`src/rtl/axi_sram_pkg.sv`:
```
// Shared types and constants for the single-beat AXI SRAM read slave.
// Holds the FSM encoding, AXI response codes and default parameters.
package axi_sram_pkg;

    localparam int          ADDR_W_DEF    = 32;
    localparam int          DATA_W_DEF    = 64;
    localparam int          ID_W_DEF      = 4;
    localparam logic [31:0] RAM_BYTES_DEF = 32'h0001_0000;

    localparam logic [1:0] RESP_OKAY   = 2'b00;
    localparam logic [1:0] RESP_SLVERR = 2'b10;

    typedef enum logic [1:0] {
        IDLE,
        REQ,
        DATA,
        RESP
    } state_t;

endpackage

```
`src/rtl/axi_rd_addr_chk.sv`:
```
// Combinational legality check for an incoming AR: range, size, alignment.
// Only instantiated when AXI_RD_ERR_CHK_EN is defined.
module axi_rd_addr_chk
    import axi_sram_pkg::*;
#(
    parameter int          ADDR_W    = ADDR_W_DEF,
    parameter logic [31:0] RAM_BYTES = RAM_BYTES_DEF
) (
    input  logic [ADDR_W-1:0] araddr,
    input  logic [2:0]        arsize,
    output logic              err
);

    logic [2:0] w_mask;

    always_comb begin
        w_mask = 3'b000;
        case (arsize)
            3'd1:    w_mask = 3'b001;
            3'd2:    w_mask = 3'b011;
            3'd3:    w_mask = 3'b111;
            default: w_mask = 3'b000;
        endcase
    end

    assign err = (araddr >= ADDR_W'(RAM_BYTES))
               | (arsize > 3'd3)
               | (|(araddr[2:0] & w_mask));

endmodule

```
`src/rtl/axi_sram_rd_slave.sv`:
```
// Single-beat AXI read responder in front of a 1-cycle-latency SRAM.
// Define AXI_RD_ERR_CHK_EN to reject illegal ARs with SLVERR.
module axi_sram_rd_slave
    import axi_sram_pkg::*;
#(
    parameter int          ADDR_W    = ADDR_W_DEF,
    parameter int          DATA_W    = DATA_W_DEF,
    parameter int          ID_W      = ID_W_DEF,
    parameter logic [31:0] RAM_BYTES = RAM_BYTES_DEF
) (
    input  logic              clk,
    input  logic              reset,
    input  logic [ID_W-1:0]   arid,
    input  logic [ADDR_W-1:0] araddr,
    input  logic [2:0]        arsize,
    input  logic              arvalid,
    output logic              arready,
    output logic [ID_W-1:0]   rid,
    output logic [DATA_W-1:0] rdata,
    output logic [1:0]        rresp,
    output logic              rlast,
    output logic              rvalid,
    input  logic              rready,
    output logic              ram_ren,
    output logic [ADDR_W-1:0] ram_raddr,
    input  logic [DATA_W-1:0] ram_rdata
);

    state_t            r_state;
    state_t            w_next;
    logic [ID_W-1:0]   r_id;
    logic [ADDR_W-1:0] r_addr;
    logic [2:0]        r_size;
    logic [DATA_W-1:0] r_rdata;
    logic [1:0]        r_rresp;
    logic              w_ar_hs;
    logic              w_unused;

`ifdef AXI_RD_ERR_CHK_EN
    logic w_err;

    axi_rd_addr_chk #(
        .ADDR_W    (ADDR_W),
        .RAM_BYTES (RAM_BYTES)
    ) u_chk (
        .araddr (araddr),
        .arsize (arsize),
        .err    (w_err)
    );
`endif

    // Latched size and sub-word address bits are kept for visibility only.
    assign w_unused = ^{r_addr[2:0], r_size, RAM_BYTES[0]};
    assign w_ar_hs  = arvalid & arready;

    always_ff @(posedge clk or posedge reset) begin
        if (reset) r_state <= IDLE;
        else       r_state <= w_next;
    end

    always_comb begin
        w_next = r_state;
        unique case (r_state)
            IDLE: begin
                if (w_ar_hs) begin
`ifdef AXI_RD_ERR_CHK_EN
                    w_next = w_err ? RESP : REQ;
`else
                    w_next = REQ;
`endif
                end
            end
            REQ:     w_next = DATA;
            DATA:    w_next = RESP;
            RESP:    if (rready) w_next = IDLE;
            default: w_next = IDLE;
        endcase
    end

    always_comb begin
        arready   = 1'b0;
        ram_ren   = 1'b0;
        ram_raddr = '0;
        rvalid    = 1'b0;
        unique case (r_state)
            IDLE: arready = ~reset;
            REQ: begin
                ram_ren   = 1'b1;
                ram_raddr = {r_addr[ADDR_W-1:3], 3'b000};
            end
            RESP:    rvalid = 1'b1;
            default: ;
        endcase
    end

    always_ff @(posedge clk or posedge reset) begin
        if (reset) begin
            r_id    <= '0;
            r_addr  <= '0;
            r_size  <= '0;
            r_rdata <= '0;
            r_rresp <= RESP_OKAY;
        end else begin
            unique case (r_state)
                IDLE: begin
                    if (w_ar_hs) begin
                        r_id   <= arid;
                        r_addr <= araddr;
                        r_size <= arsize;
`ifdef AXI_RD_ERR_CHK_EN
                        if (w_err) begin
                            r_rdata <= '0;
                            r_rresp <= RESP_SLVERR;
                        end
`endif
                    end
                end
                DATA: begin
                    r_rdata <= ram_rdata;
                    r_rresp <= RESP_OKAY;
                end
                default: ;
            endcase
        end
    end

    assign rid   = r_id;
    assign rdata = r_rdata;
    assign rresp = r_rresp;
    assign rlast = rvalid;

endmodule

```
`config.mk`:
```
export PLATFORM = sky130hd
export DESIGN_NAME = axi_sram_rd_slave
export DESIGN_NICKNAME = d
export VERILOG_FILES = /design/src/rtl/axi_sram_pkg.sv /design/src/rtl/axi_rd_addr_chk.sv /design/src/rtl/axi_sram_rd_slave.sv
export SDC_FILE = /design/constraint.sdc
export NUM_CORES = 1
export LEC_CHECK = 0
export CORE_MARGIN = 4
export CORE_UTILIZATION = 36
export DETAILED_ROUTE_END_ITERATION = 10
export PLACE_DENSITY = 0.77
export RECOVER_POWER = 25
export SLEW_MARGIN = 20
export SYNTH_ARGS = -nofsm -noshare
export SYNTH_HDL_FRONTEND = slang
export SYNTH_SLANG_ARGS = --single-unit
export TNS_END_PERCENT = 1
```
`constraint.sdc`:
```
create_clock -name clk -period 2.9 [get_ports clk]
set_input_delay 0.435 -clock clk [delete_from_list [all_inputs] [get_ports clk]]
set_output_delay 0.435 -clock clk [all_outputs]
set_load 0.02 [all_outputs]
```
==> impl_metrics.yaml <==
global_routing:
  grt_usage_pct: 14.4
  grt_pass1_wl_mm: 15.2
  grt-ovfl-total: 0
  grt_pass1_vias: 3052
  grt_max_degree: 53
  antenna_found_initial: 0
yosys:
  yosys_register_bits: 99
  syn_area_mm2: 0.00417
  synthTopCellsByArea: "dfrtp_1 (59%), mux2_2 (18%), mux2_4 (11%), and2_1 (4.3%), buf_4 (2.0%)"
  synth_area_per_cell_um2: 16.0
  netlist_instances: 261
  synth_warnings: 0
  synth_top_area_share_pct: 59.4
  yosysSeqAreaShare_pct: 59.4
  synth_top_cell_by_area: "dfrtp_1"
  ys_types: 18
sta:
  rsz0062_at_grt: "no"
  setup_viol: 0
  clock-skew-final_ns: 0.00441
  setup_ws_ns: 0.332
  finalSetupTns_ns: 0
  hold_viol: 0
  drv_slew: 0
  period_minus_slack_ns: 2.57
  slew_headroom_pct: 13.9
  fmax_ghz: 0.389
  finalCritPeriodShare_pct: 88.6
  worstMarginPinSlew_ns: 1.29
placed_design:
  place_ws_ns: 0.654
  place_area_mm2: 0.00628
  io_buffers: 201
  gp_congestion: 0.671
  hpwlAfterDp_mm: 7.28
worst_hold_path:
  worstHoldPathCells: 1
  hold_start: "r_addr[3]"
  hold_path_end: "r_addr[3]"
  hp-class: "flop to flop"
setup_path:
  crit_fanout: 25
  crit_chain: "inv_1, ha_1, buf_12, and2_1, clkdlybuf4s50_1"
  rr_endpoint: "rdata[53]"
  start_kind: "flop"
  critPathBufInv: 3
  criticalPathCategory: "flop to output port"
  r2r_setup_slack_ns: 1.06
  rr_worst_depth: 4
  cp_slowest_cell: "clkdlybuf4s50_1"
  critPathCaptureType: "output port"
  required_ns: 2.47
  critical-path-top-delay-family: "buffers and inverters"
  cp_slowest_stage_delay_ns: 0.61
  timing.rr.start: "r_state[0]"
  cp_data_arrival_time_ns: 2.13
route:
  drtPass1Iterations: 4
  vias_per_cell: 4.50
  wl_per_cell_um: 16.0
  drt_iter0_drc: 64
  via_count: 2748
  drc: 0
  ant_nets: 0
  wl_mm: 9.75
floorplanning:
  start_util_pct: 36.7
  io_pins: 213
  die_width_um: 116
  core_region_area_mm2: 0.0114
  rows: 39
  fp.dieArea_mm2: 0.0134
  die_h_um: 116
cts:
  postCtsResizedCells: 0
  path_clk_slew_ns: 0.07
  ctsHtreeMaxLevel: 3
  clk_latency_ns: 0.33
  hold_buffers: 0
  cts_tree: "done"
  root_buffer: "clkbuf_16"
  postCtsSetupBuffers: 0
  clockBufferDepth: 2
  clock-sinks: 99
  cts_buffers: 9
cells_and_area:
  drive_gt1_share_pct: 26.1
  final_nets: 574
  diodes: 0
  design_area_mm2: 0.00655
  syn_to_final_growth_pct: 56.9
  fin_util_pct: 57.6
power_and_ir_drop:
  ir_drop_mv: 0.742
  p_leak_nw: 2.81
  power.density_mw_per_mm2: 1150
job:
  drv_cap: 0
outcome:
  status: "complete, no violations"
==> metrics by stage <==
stage	power, mW	hold slack (ns)	instances
CTS	7.66	0.506	610
global placement	6.40	0.484	594
global route	7.98	0.515	610
floorplan	4.77	0.471	265
detailed placement	6.51	0.487	594
finish	7.54	0.503	610
==> layout by cell type, fill, tap and decap left out, drive strengths merged <==
| cell | n |
|---|---|
| ha | 5 |
| clkbuf | 11 |
| dlygate4sd3 | 1 |
| nand2 | 1 |
| buf | 2 |
| nand2b | 1 |
| dfrtp | 99 |
| mux2i | 1 |
| and2 | 29 |
| inv | 4 |
| mux2 | 98 |
| conb | 5 |
| nor2b | 2 |
| clkinvlp | 4 |
| clkdlybuf4s50 | 200 |
| a21oi | 1 |
| nor2 | 1 |
| clkinv | 2 |
==> how the worst max path moves through the flow <==
stage | startpoint | endpoint | slack, ns | depth (start not counted)
2_1_floorplan | r_state[1] | ram_raddr[21] | 1.00 | 5
3_3_place_gp | r_state[1] | ram_raddr[31] | 0.66 | 5
3_5_place_dp | r_state[1] | ram_raddr[31] | 0.65 | 5
4_1_cts | r_state[1] | ram_raddr[31] | 0.27 | 5
5_1_grt | r_state[1] | ram_raddr[31] | 0.17 | 5
6_report | r_state[1] | ram_raddr[10] | 0.33 | 5
==> report_power, final <==
part / leakage, nW / switching, mW / internal (mW)
logic: 1.52 / 1.73 / 2.25
registers: 1.16 / 0.358 / 2.10
clock network: 0.130 / 0.521 / 0.587
==> cell type report <==
type | instances | area [µm²]
Clock inverter | 7 | 52.6
Fill cell | 934 | 4820
Tap cell | 143 | 179
Sequential cell | 99 | 2480
Timing Repair Buffer | 205 | 2060
Inverter | 3 | 15.0
Clock buffer | 9 | 225
Multi-Input combinational cell | 144 | 1540
==> logic make-up (layout without fill, tap and decap cells) <==
logic type	after synthesis	count (layout)	share of synthesized area, %
buffers and inverters	22	224	4.20
adders and majority gates	5	5	1.50
other	1	5	0.0899
DFF	99	99	59.4
and+or+nand+nor	34	34	5.34
muxes	99	99	29.4
AOI/OAI and AO/OA	1	1	0.120
==> metal layers <==
layer / vias to the layer above / track usage (%) / share of wire, %
li1: 1289 / - / -
met1: 1316 / 17.7 / 42
met2: 128 / 24.3 / 48
met3: 15 / 3.97 / 7.9
met4: 0 / 5.57 / 2.0
met5: - / 0 / 0
==> registers in the layout, indices dropped and copies added, names as in the netlist <==
| name | cells |
|---|---|
| r_addr | 29 |
| rdata | 64 |
| rid | 4 |
| r_state | 2 |
==> Yosys cell counts <==
cell type and instances:
a21oi_1 1, and2_1 29, buf_12 3, buf_2 2
buf_4 11, clkbuf_1 3, conb_1 1, dfrtp_1 99
ha_1 5, inv_1 3, mux2_2 68, mux2_4 30
mux2i_1 1, nand2_4 1, nand2b_1 1, nor2_1 1
nor2b_1 1, nor2b_4 1
Note: power is estimated with default switching activity, not from simulation.
